### config.mk
export PLATFORM = sky130hd
export DESIGN_NAME = can_tx_mailbox_arb
export DESIGN_NICKNAME = d
export VERILOG_FILES = /design/src/rtl/can_tx_mailbox_arb.sv
export SDC_FILE = /design/constraint.sdc
export NUM_CORES = 1
export LEC_CHECK = 0
export CORE_AREA = 3 3 142 89
export DETAILED_ROUTE_END_ITERATION = 6
export DIE_AREA = 0 0 145 92
export PLACE_DENSITY = 0.85
export SLEW_MARGIN = 5
export SYNTH_ARGS = -nofsm -noshare
export SYNTH_HDL_FRONTEND = slang
export SYNTH_SLANG_ARGS = --single-unit
export TNS_END_PERCENT = 100
### constraint.sdc
create_clock -name clk -period 12.1 [get_ports clk]
set_clock_uncertainty 0.05 [all_clocks]
set_input_delay 2.42 -clock clk [delete_from_list [all_inputs] [get_ports clk]]
set_output_delay 2.42 -clock clk [all_outputs]
set_load 0.005 [all_outputs]
### src/rtl/can_tx_mailbox_arb.sv
// Transmit mailbox arbiter: latches mailbox requests, picks the lowest CAN
// arbitration key and sequences the shared frame engine through start, retry and abort.
module can_tx_mailbox_arb #(
    parameter int NUM_MB = 4,
    parameter int IDX_W  = 2
) (
    input  logic                 clk,
    input  logic                 rst_n,
    input  logic [NUM_MB-1:0]    mb_req_i,
    input  logic [NUM_MB-1:0]    mb_abort_i,
    input  logic [NUM_MB*29-1:0] mb_id_i,
    input  logic [NUM_MB-1:0]    mb_ext_i,
    input  logic                 sso_i,
    input  logic                 bus_idle_i,
    input  logic                 tx_done_i,
    input  logic                 tx_arb_lost_i,
    input  logic                 tx_err_i,
    output logic                 tx_start_o,
    output logic [IDX_W-1:0]     tx_sel_o,
    output logic [28:0]          tx_id_o,
    output logic                 tx_ext_o,
    output logic [NUM_MB-1:0]    mb_pending_o,
    output logic [NUM_MB-1:0]    mb_done_o,
    output logic [NUM_MB-1:0]    mb_aborted_o,
    output logic                 busy_o
);

    typedef enum logic [1:0] {IDLE, ARB, WAIT} state_t;

    state_t             state_q, state_d;
    logic [NUM_MB-1:0]  pend_q, pend_d;
    logic [IDX_W-1:0]   sel_q, sel_d;
    logic [28:0]        id_q, id_d;
    logic               ext_q, ext_d;
    logic               start_q, start_d;
    logic [NUM_MB-1:0]  done_q, done_d;
    logic [NUM_MB-1:0]  abrt_q, abrt_d;
    logic               abortLat_q, abortLat_d;

    logic [31:0]        key [NUM_MB];
    logic [NUM_MB-1:0]  avail;
    logic               winValid;
    logic [IDX_W-1:0]   winIdx;
    logic [28:0]        winId;
    logic               winExt;
    logic [31:0]        winKey;

    // A mailbox being aborted this cycle must not enter arbitration.
    always_comb begin
        avail    = pend_q & ~mb_abort_i;
        winValid = 1'b0;
        winIdx   = '0;
        winId    = '0;
        winExt   = 1'b0;
        winKey   = '0;
        for (int i = 0; i < NUM_MB; i++) begin
            key[i] = mb_ext_i[i] ? {mb_id_i[29*i+18 +: 11], 1'b1, mb_id_i[29*i +: 18], 2'b00}
                                 : {mb_id_i[29*i+18 +: 11], 1'b0, 18'h0, 2'b00};
            if (avail[i] && (!winValid || key[i] < winKey)) begin
                winValid = 1'b1;
                winIdx   = IDX_W'(i);
                winId    = mb_id_i[29*i +: 29];
                winExt   = mb_ext_i[i];
                winKey   = key[i];
            end
        end
    end

    always_comb begin
        state_d    = state_q;
        pend_d     = pend_q;
        sel_d      = sel_q;
        id_d       = id_q;
        ext_d      = ext_q;
        start_d    = 1'b0;
        done_d     = '0;
        abrt_d     = '0;
        abortLat_d = abortLat_q;

        // The in-flight mailbox defers its abort to frame end; all others drop at once.
        for (int i = 0; i < NUM_MB; i++) begin
            if (mb_abort_i[i]) begin
                if (pend_q[i] && !(state_q == WAIT && sel_q == IDX_W'(i))) begin
                    pend_d[i] = 1'b0;
                    abrt_d[i] = 1'b1;
                end
            end else if (mb_req_i[i]) begin
                pend_d[i] = 1'b1;
            end
        end

        case (state_q)
            IDLE: begin
                abortLat_d = 1'b0;
                if (winValid) begin
                    state_d = ARB;
                    sel_d   = winIdx;
                    id_d    = winId;
                    ext_d   = winExt;
                end
            end
            ARB: begin
                if (mb_abort_i[sel_q]) begin
                    state_d = IDLE;
                end else if (bus_idle_i) begin
                    state_d = WAIT;
                    start_d = 1'b1;
                end
            end
            WAIT: begin
                if (mb_abort_i[sel_q]) abortLat_d = 1'b1;
                if (tx_done_i) begin
                    pend_d[sel_q] = 1'b0;
                    done_d[sel_q] = 1'b1;
                    state_d       = IDLE;
                end else if (tx_err_i || tx_arb_lost_i) begin
                    if (sso_i || abortLat_q || mb_abort_i[sel_q]) begin
                        pend_d[sel_q] = 1'b0;
                        abrt_d[sel_q] = 1'b1;
                    end
                    state_d = IDLE;
                end
            end
            default: state_d = IDLE;
        endcase
    end

    always_ff @(posedge clk) begin
        if (!rst_n) begin
            state_q    <= IDLE;
            pend_q     <= '0;
            sel_q      <= '0;
            id_q       <= '0;
            ext_q      <= 1'b0;
            start_q    <= 1'b0;
            done_q     <= '0;
            abrt_q     <= '0;
            abortLat_q <= 1'b0;
        end else begin
            state_q    <= state_d;
            pend_q     <= pend_d;
            sel_q      <= sel_d;
            id_q       <= id_d;
            ext_q      <= ext_d;
            start_q    <= start_d;
            done_q     <= done_d;
            abrt_q     <= abrt_d;
            abortLat_q <= abortLat_d;
        end
    end

    assign tx_start_o   = start_q;
    assign tx_sel_o     = sel_q;
    assign tx_id_o      = id_q;
    assign tx_ext_o     = ext_q;
    assign mb_pending_o = pend_q;
    assign mb_done_o    = done_q;
    assign mb_aborted_o = abrt_q;
    assign busy_o       = (state_q != IDLE);

endmodule

==> results of run 1 <==
==> power by group through the flow <==
| stage | combinational (uW) | sequential, uW | clock [uW] |
|---|---|---|---|
| after floorplan | 102 | 180 | 0 |
| after global placement | 206 | 180 | 0 |
| after detailed placement | 208 | 181 | 0 |
| after CTS | 209 | 178 | 182 |
| after global routing | 231 | 179 | 189 |
| final | 214 | 178 | 182 |
==> worst paths after layout <==
| check | endpoint | start | slack [ps] | cells after the start |
|---|---|---|---|---|
| worst max-delay path | tx_id_o[9]$_SDFFE_PN0P_ | mb_abort_i[0] | 850 | 34 |
| worst min-delay path | abortLat_q$_SDFFE_PN0P_ | abortLat_q$_SDFFE_PN0P_ | 450 | 2 |
| worst max register to register | tx_id_o[9]$_SDFFE_PN0P_ | mb_pending_o[0]$_SDFF_PN0_ | 3030 | 33 |
| worst min register to register | abortLat_q$_SDFFE_PN0P_ | abortLat_q$_SDFFE_PN0P_ | 450 | 2 |
==> cell families (layout without fill, tap and decap cells) <==
group,count (synthesis),in the layout,synth area share (%)
buf+inv,55,204,4.73
compound gates,275,275,33.4
fa+ha+maj,87,87,20.0
flops,48,48,17.6
mux,1,1,0.413
simple gates,267,267,23.8
==> state kept, by name (all words and copies together) (netlist names) <==
signal	count
tx_id_o	29
mb_aborted_o	4
mb_done_o	4
mb_pending_o	4
state_q	2
tx_sel_o	2
abortLat_q	1
tx_ext_o	1
tx_start_o	1
==> synth_stat cells, types with 16 or more instances <==
cell type,number
a31oi_1,33
o211ai_1,32
buf_2,20
clkbuf_1,23
and2_1,57
nand4_1,16
a21oi_1,64
o21ai_0,59
a221o_1,20
a21o_1,18
ha_1,87
nor2_1,53
dfxtp_1,48
nand2_1,94
==> cell type report <==
cell class / count / area, um2 / share of cell area [%]
inverter: 7 / 26.3 / 0.351
timing repair buffer: 189 / 1870 / 24.9
clock buffer: 5 / 125 / 1.67
multi-input combinational: 630 / 4240 / 56.6
clock inverter: 3 / 68.8 / 0.918
sequential: 48 / 961 / 12.8
tap: 160 / 200 / 2.67
==> stage by stage <==
step                      power (uW)  hold WS (ps)
after CTS                        569           446
after floorplan                  282           402
after detailed placement         389           428
final                            574           445
after global placement           386           428
after global routing             599           490
==> routing by layer <==
metal | routed length (um) | vias up | track usage (%) | share of wire [%]
met5 | 0 | - | 0 | 0
met2 | 7460 | 438 | 37.1 | 38
met1 | 9250 | 2880 | 44.5 | 47
met3 | 2800 | 28 | 8.05 | 14
met4 | 227 | 0 | 4.66 | 1.1
li1 | - | 3078 | - | -
==> worst min-delay path, stage by stage, from the launching register on <==
cell and delay [ps]:
dfxtp_1 330, a21oi_1 50, nor2_1 80
==> placed cells by master (no fill, tap or decap), types with 2 or more instances in the layout <==
cell type        count
a211oi_1             3
a31oi_1             33
nand4_1             16
a221oi_1             2
a211o_1              2
inv_1                7
nor4_1               5
and2_1              57
nand3_1             10
o21a_1               8
buf_4                9
o211ai_1            32
nand2b_1             8
and2_0               2
nand2_1             93
nor2b_1              4
a32oi_1             12
o21ai_0             59
nor3_1               7
clkbuf_16            5
o32ai_1              2
a21oi_2              2
clkdlybuf4s50_1    180
o22ai_1              5
nor3b_1              2
bufinv_16            2
ha_1                87
a21oi_1             64
nor2_1              52
a221o_1             20
dfxtp_1             48
a22oi_1              2
a21o_1              18
==> metrics.txt, run 1 <==
Worst Path Buf+Inv 3; sw frac 30.5%; Power Dens Cells 76.5 nW/um2; wire per inst 18.9 um; post-synthesis sequential area ratio 17.6%; post-cts sizing count 0; WL final 19700 um; Crit path max-delay family simple AND/OR/NAND/NOR gates; FFs w/ async S/R, synth 0%; worst path arrival time 11320 ps; die area 13300 um2; design area 7490 um2; Most used DFF post-synth dfxtp_1; Ports 181; share of layout cells above drive strength 1 3.06%; Hold Path Class flip-flop to flip-flop; dpl ws 865 ps; top cell type's share of synthesized area 20.0%; CTS tree done; post-DP HPWL 16200 um; Post-synth EDFFs 0; H-Tree Depth 2; TritonRoute pass-1 iters 6; Final Wtd Congestion 1.02; initial antenna violation count 0; vias per inst 6.17; Area contributors post-synth ha_1 (20%), dfxtp_1 (18%), and2_1 (6.5%), nand2_1 (6.5%), a21oi_1 (5.9%); Hold Fails Final Rpt 0; clk slew on worst S/H paths 70 ps; fillers 925; Horiz. Die Dim 145 um; total grt overflow 0; clock tree buffer depth 2; CP startpoint kind input pin; Mapped Nets 955; IO Port Bufs 180; WS Path Type input pin to flip-flop; antenna cells 0; CTS Buf Count 5; # setup viols final 0; Internal 399 uW; worst-path fanout max 35; row cnt 30; Starting Density 48.3%; via count 6424; CTS Hold Bufs 0; total number of yosys warnings 0; post-synth cell types 54; status complete, no violations; largest area contributor in the netlist ha_1; Util after Layout 66.3%; slew at the pin closest to its max-slew limit 1140 ps; Worst path most repeated cell nand2_1; aggregate global-route resource usage 28.1%; Post-CTS Setup Inserts 0; Finished Layout Cells 1042; Largest stage delay, worst path 650 ps; final net count 1103; vias in the first global route 5744; Max Clk Rate 88.9 MHz; DRC violations left 0; Mean Syn Cell Area 7.44 um2; static leakage 0.00284 uW; dpl cells 1034; RSZ-0062 raised after global routing no; Synth Cell Area 5450 um2; clock share of power 31.8%; fin crit period 11250 ps; largest net degree at the start of global routing 65; max-cap violations 0; slowest CP cell and2_1; crit share post-route 93.0%; Setup crit end kind flip-flop; Net Sw Power 175 uW; Comb pwr share 37.2%; drt initial violations 828; area grow syn2layout 37.5%; DIE HEIGHT 92 um; CTS root buf clkbuf_16; Synth Register Bits 48; Slew Viols, Final 0; dpl cell area 7300 um2; cell count after synthesis 733; Num Clock Sinks 48; relative max-transition margin 23.5%; setup_tns 0 ps; Seq pwr share 31.0%; Peak supply drop 0.0626 mV; Final WS setup 849 ps; clock latency at the later pin of the worst-skew pair 290 ps; Post-DRT Antenna Nets 0; first-pass GRT wire length 30500 um; Core Area 11300 um2; Crit path required time 12170 ps
Note: power is estimated with default switching activity, not from simulation.
==> run 2: changes to the inputs <==
--- a/config.mk
+++ b/config.mk
@@ -5,10 +5,11 @@
 export SDC_FILE = /design/constraint.sdc
 export NUM_CORES = 1
 export LEC_CHECK = 0
-export CORE_AREA = 3 3 142 89
+export ABC_AREA = 1
+export CORE_AREA = 3 3 113 115
 export DETAILED_ROUTE_END_ITERATION = 6
-export DIE_AREA = 0 0 145 92
-export PLACE_DENSITY = 0.85
+export DIE_AREA = 0 0 116 118
+export PLACE_DENSITY = 0.86
 export SLEW_MARGIN = 5
 export SYNTH_ARGS = -nofsm -noshare
 export SYNTH_HDL_FRONTEND = slang
==> metrics.txt, run 2 <==
status complete, no violations; Power Dens Cells 61.1 nW/um2 (-20%); Peak supply drop 0.0491 mV (-22%); DIE HEIGHT 118 um (+28%); slowest CP cell nor2_1; fin crit period 10460 ps (-788 ps); Crit path required time 12190 ps (+20 ps); Most used DFF post-synth dfxtp_1; Synth Cell Area 5820 um2 (+6.7%); total number of yosys warnings 0 (unchanged); Post-CTS Setup Inserts 0 (unchanged); row cnt 40 (+33%); clock latency at the later pin of the worst-skew pair 280 ps (about the same); vias per inst 5.36 (-13%); H-Tree Depth 2 (unchanged); Hold Fails Final Rpt 0 (unchanged); clock tree buffer depth 2 (unchanged); first-pass GRT wire length 28800 um (-5.7%); area grow syn2layout 33.8%; Largest stage delay, worst path 770 ps (+120 ps); max-cap violations 0 (unchanged); R2R cell count 37 (+12%); WS Path Type input pin to flip-flop; Hold Path End tx_id_o[7]$_SDFFE_PN0P_; Post-synth EDFFs 0 (unchanged); FFs w/ async S/R, synth 0% (unchanged); CP startpoint kind input pin; TritonRoute pass-1 iters 5 (-1); aggregate global-route resource usage 25.3% (-2.8 points); Reg2Reg Setup Slack 3880 ps (+850 ps); hold_sp tx_id_o[7]$_SDFFE_PN0P_; CTS root buf clkbuf_16; Crit path max-delay family simple AND/OR/NAND/NOR gates; largest net degree at the start of global routing 83 (+28%); cell count after synthesis 955 (+30%); Setup crit end kind flip-flop; DRC violations left 0 (unchanged); IO Port Bufs 180 (unchanged); share of layout cells above drive strength 1 3.36% (+0.30 points); post-synth cell types 38 (-30%); CTS Buf Count 5 (unchanged); Slew Viols, Final 0 (unchanged); RSZ-0062 raised after global routing no; Mean Syn Cell Area 6.09 um2 (-18%); largest area contributor in the netlist ha_1; Starting Density 48.8% (+0.59 points); Post-synth top cells nand2_1 (282), inv_1 (133), ha_1 (87); Core Area 11900 um2 (+5.4%); Worst path most repeated cell nand2_1; Finished Layout Cells 1250 (+20%); Horiz. Die Dim 116 um (-20%); slew at the pin closest to its max-slew limit 998 ps (-146 ps); relative max-transition margin 33.2% (+9.7 points); vias in the first global route 6007 (+4.6%); final net count 1324 (+20%); CTS Hold Bufs 0 (unchanged); commonest cells after routing, fill and taps aside nand2_1 (282), clkdlybuf4s50_1 (180), inv_1 (133), ha_1 (87), a21oi_1 (84); CTS tree done; setup_tns 0 ps (unchanged); top cell type's share of synthesized area 18.7% (-1.3 points); Post-DRT Antenna Nets 0 (unchanged); post-cts sizing count 0 (unchanged); post-DP HPWL 14800 um (-8.9%); FF-to-FF Start mb_pending_o[0]$_SDFF_PN0_; initial antenna violation count 0 (unchanged); crit share post-route 86.5% (-6.5 points); clk slew on worst S/H paths 60 ps (about the same); dpl cells 1242 (+20%); static leakage 0.00399 uW (+40%); drt initial violations 727 (-12%); Num Clock Sinks 48 (unchanged); Max Clk Rate 95.6 MHz (+7.5%); Area contributors post-synth ha_1 (19%), nand2_1 (18%), dfxtp_1 (17%), inv_1 (8.6%), a21oi_1 (7.2%); via count 6698 (+4.3%); commonest non-fill, non-tap cell in the layout nand2_1; worst path arrival time 10550 ps (-770 ps); post-synthesis sequential area ratio 16.5% (-1.1 points); total grt overflow 0 (unchanged); Synth Register Bits 48 (unchanged); Total Power 476 uW (-17%); die area 13700 um2 (+2.6%); Ports 181 (unchanged); count leader, synth nand2_1; WL final 17800 um (-9.6%); worst-path fanout max 82 (+130%); Mapped Nets 1177 (+23%); Final Wtd Congestion 0.938 (-8.0%); Largest register FFs 29 (unchanged); RR Endpoint tx_ext_o$_SDFFE_PN0P_; # setup viols final 0 (unchanged); Hold Path Class flip-flop to flip-flop; Worst Path Buf+Inv 3 (unchanged); Hold Path Depth 2 (unchanged); wire per inst 14.3 um (-25%)
## run 2: cell count changes after synthesis, sizes merged, moves of 19 or more
cell / before / now
a221o: 20 / 1
a31oi: 34 / 1
and2: 60 / 0
inv: 7 / 133
nand2: 94 / 289
nand3: 10 / 73
o211ai: 32 / 0
## run 2: where the power goes
group	total [uW]	switching [uW]	leakage (uW)	internal, uW
logic	181	93.2	0.00353	87.9
registers	164	2.36	0.000388	161
clock network	131	56.0	0.0000667	75.1
total	476	152	0.00399	324
## run 2: worst max-delay path by stage
stage          slack, ps  cells past startpoint          start                 endpoint
2_1_floorplan       3610                     47  mb_abort_i[0]  tx_id_o[0]$_SDFFE_PN0P_
3_3_place_gp        1710                     39  mb_abort_i[0]  tx_id_o[7]$_SDFFE_PN0P_
3_5_place_dp        1530                     39  mb_abort_i[0]    tx_ext_o$_SDFFE_PN0P_
4_1_cts             1800                     39  mb_abort_i[0]    tx_ext_o$_SDFFE_PN0P_
5_1_grt              790                     40  mb_abort_i[0]  tx_id_o[8]$_SDFFE_PN0P_
6_report            1640                     37  mb_abort_i[0]    tx_ext_o$_SDFFE_PN0P_
## run 2: routing by layer
metal | vias up | global-route usage [%] | part of all wire, %
met5 | - | 0 | 0
met4 | 0 | 5.51 | 1.5
met3 | 21 | 1.85 | 7.2
met2 | 259 | 40.4 | 45
met1 | 2958 | 37.1 | 47
li1 | 3460 | - | -
## run 2: kinds of logic after synthesis
family / count (synthesis) / share of synthesized area (%)
simple gates: 430 / 30.8
buf+inv: 180 / 12.2
flops: 48 / 16.5
fa+ha+maj: 87 / 18.7
mux: 15 / 2.86
compound gates: 195 / 18.9
## run 2: stage by stage
stage	setup WS [ps]	cell area (um2)	util (%)	hold WS (ps)
after floorplan	3610	5820	-	412
after global placement	1710	7650	64.2	402
after detailed placement	1530	7650	64.2	406
after CTS	1800	7780	65.3	416
after global routing	787	7780	65.3	434
final	1640	7780	65.3	411
## run 2: final cells by class
class	instances	area, um2
well taps	147	184
clock buffers	6	129
fillers	1070	4130
multi-input cells	727	4160
inverters	135	507
clock inverters	1	5.00
flip-flops and latches	48	961
diodes	1	2.50
repair buffers	185	1840
## run 2: tightest hold or removal path, delay by kind of cell, from the launching register on
| kind | cells | cell delay (ps) |
|---|---|---|
| DFF | 1 | 310 |
| and+or+nand+nor | 1 | 60 |
| AOI/OAI and AO/OA | 1 | 50 |
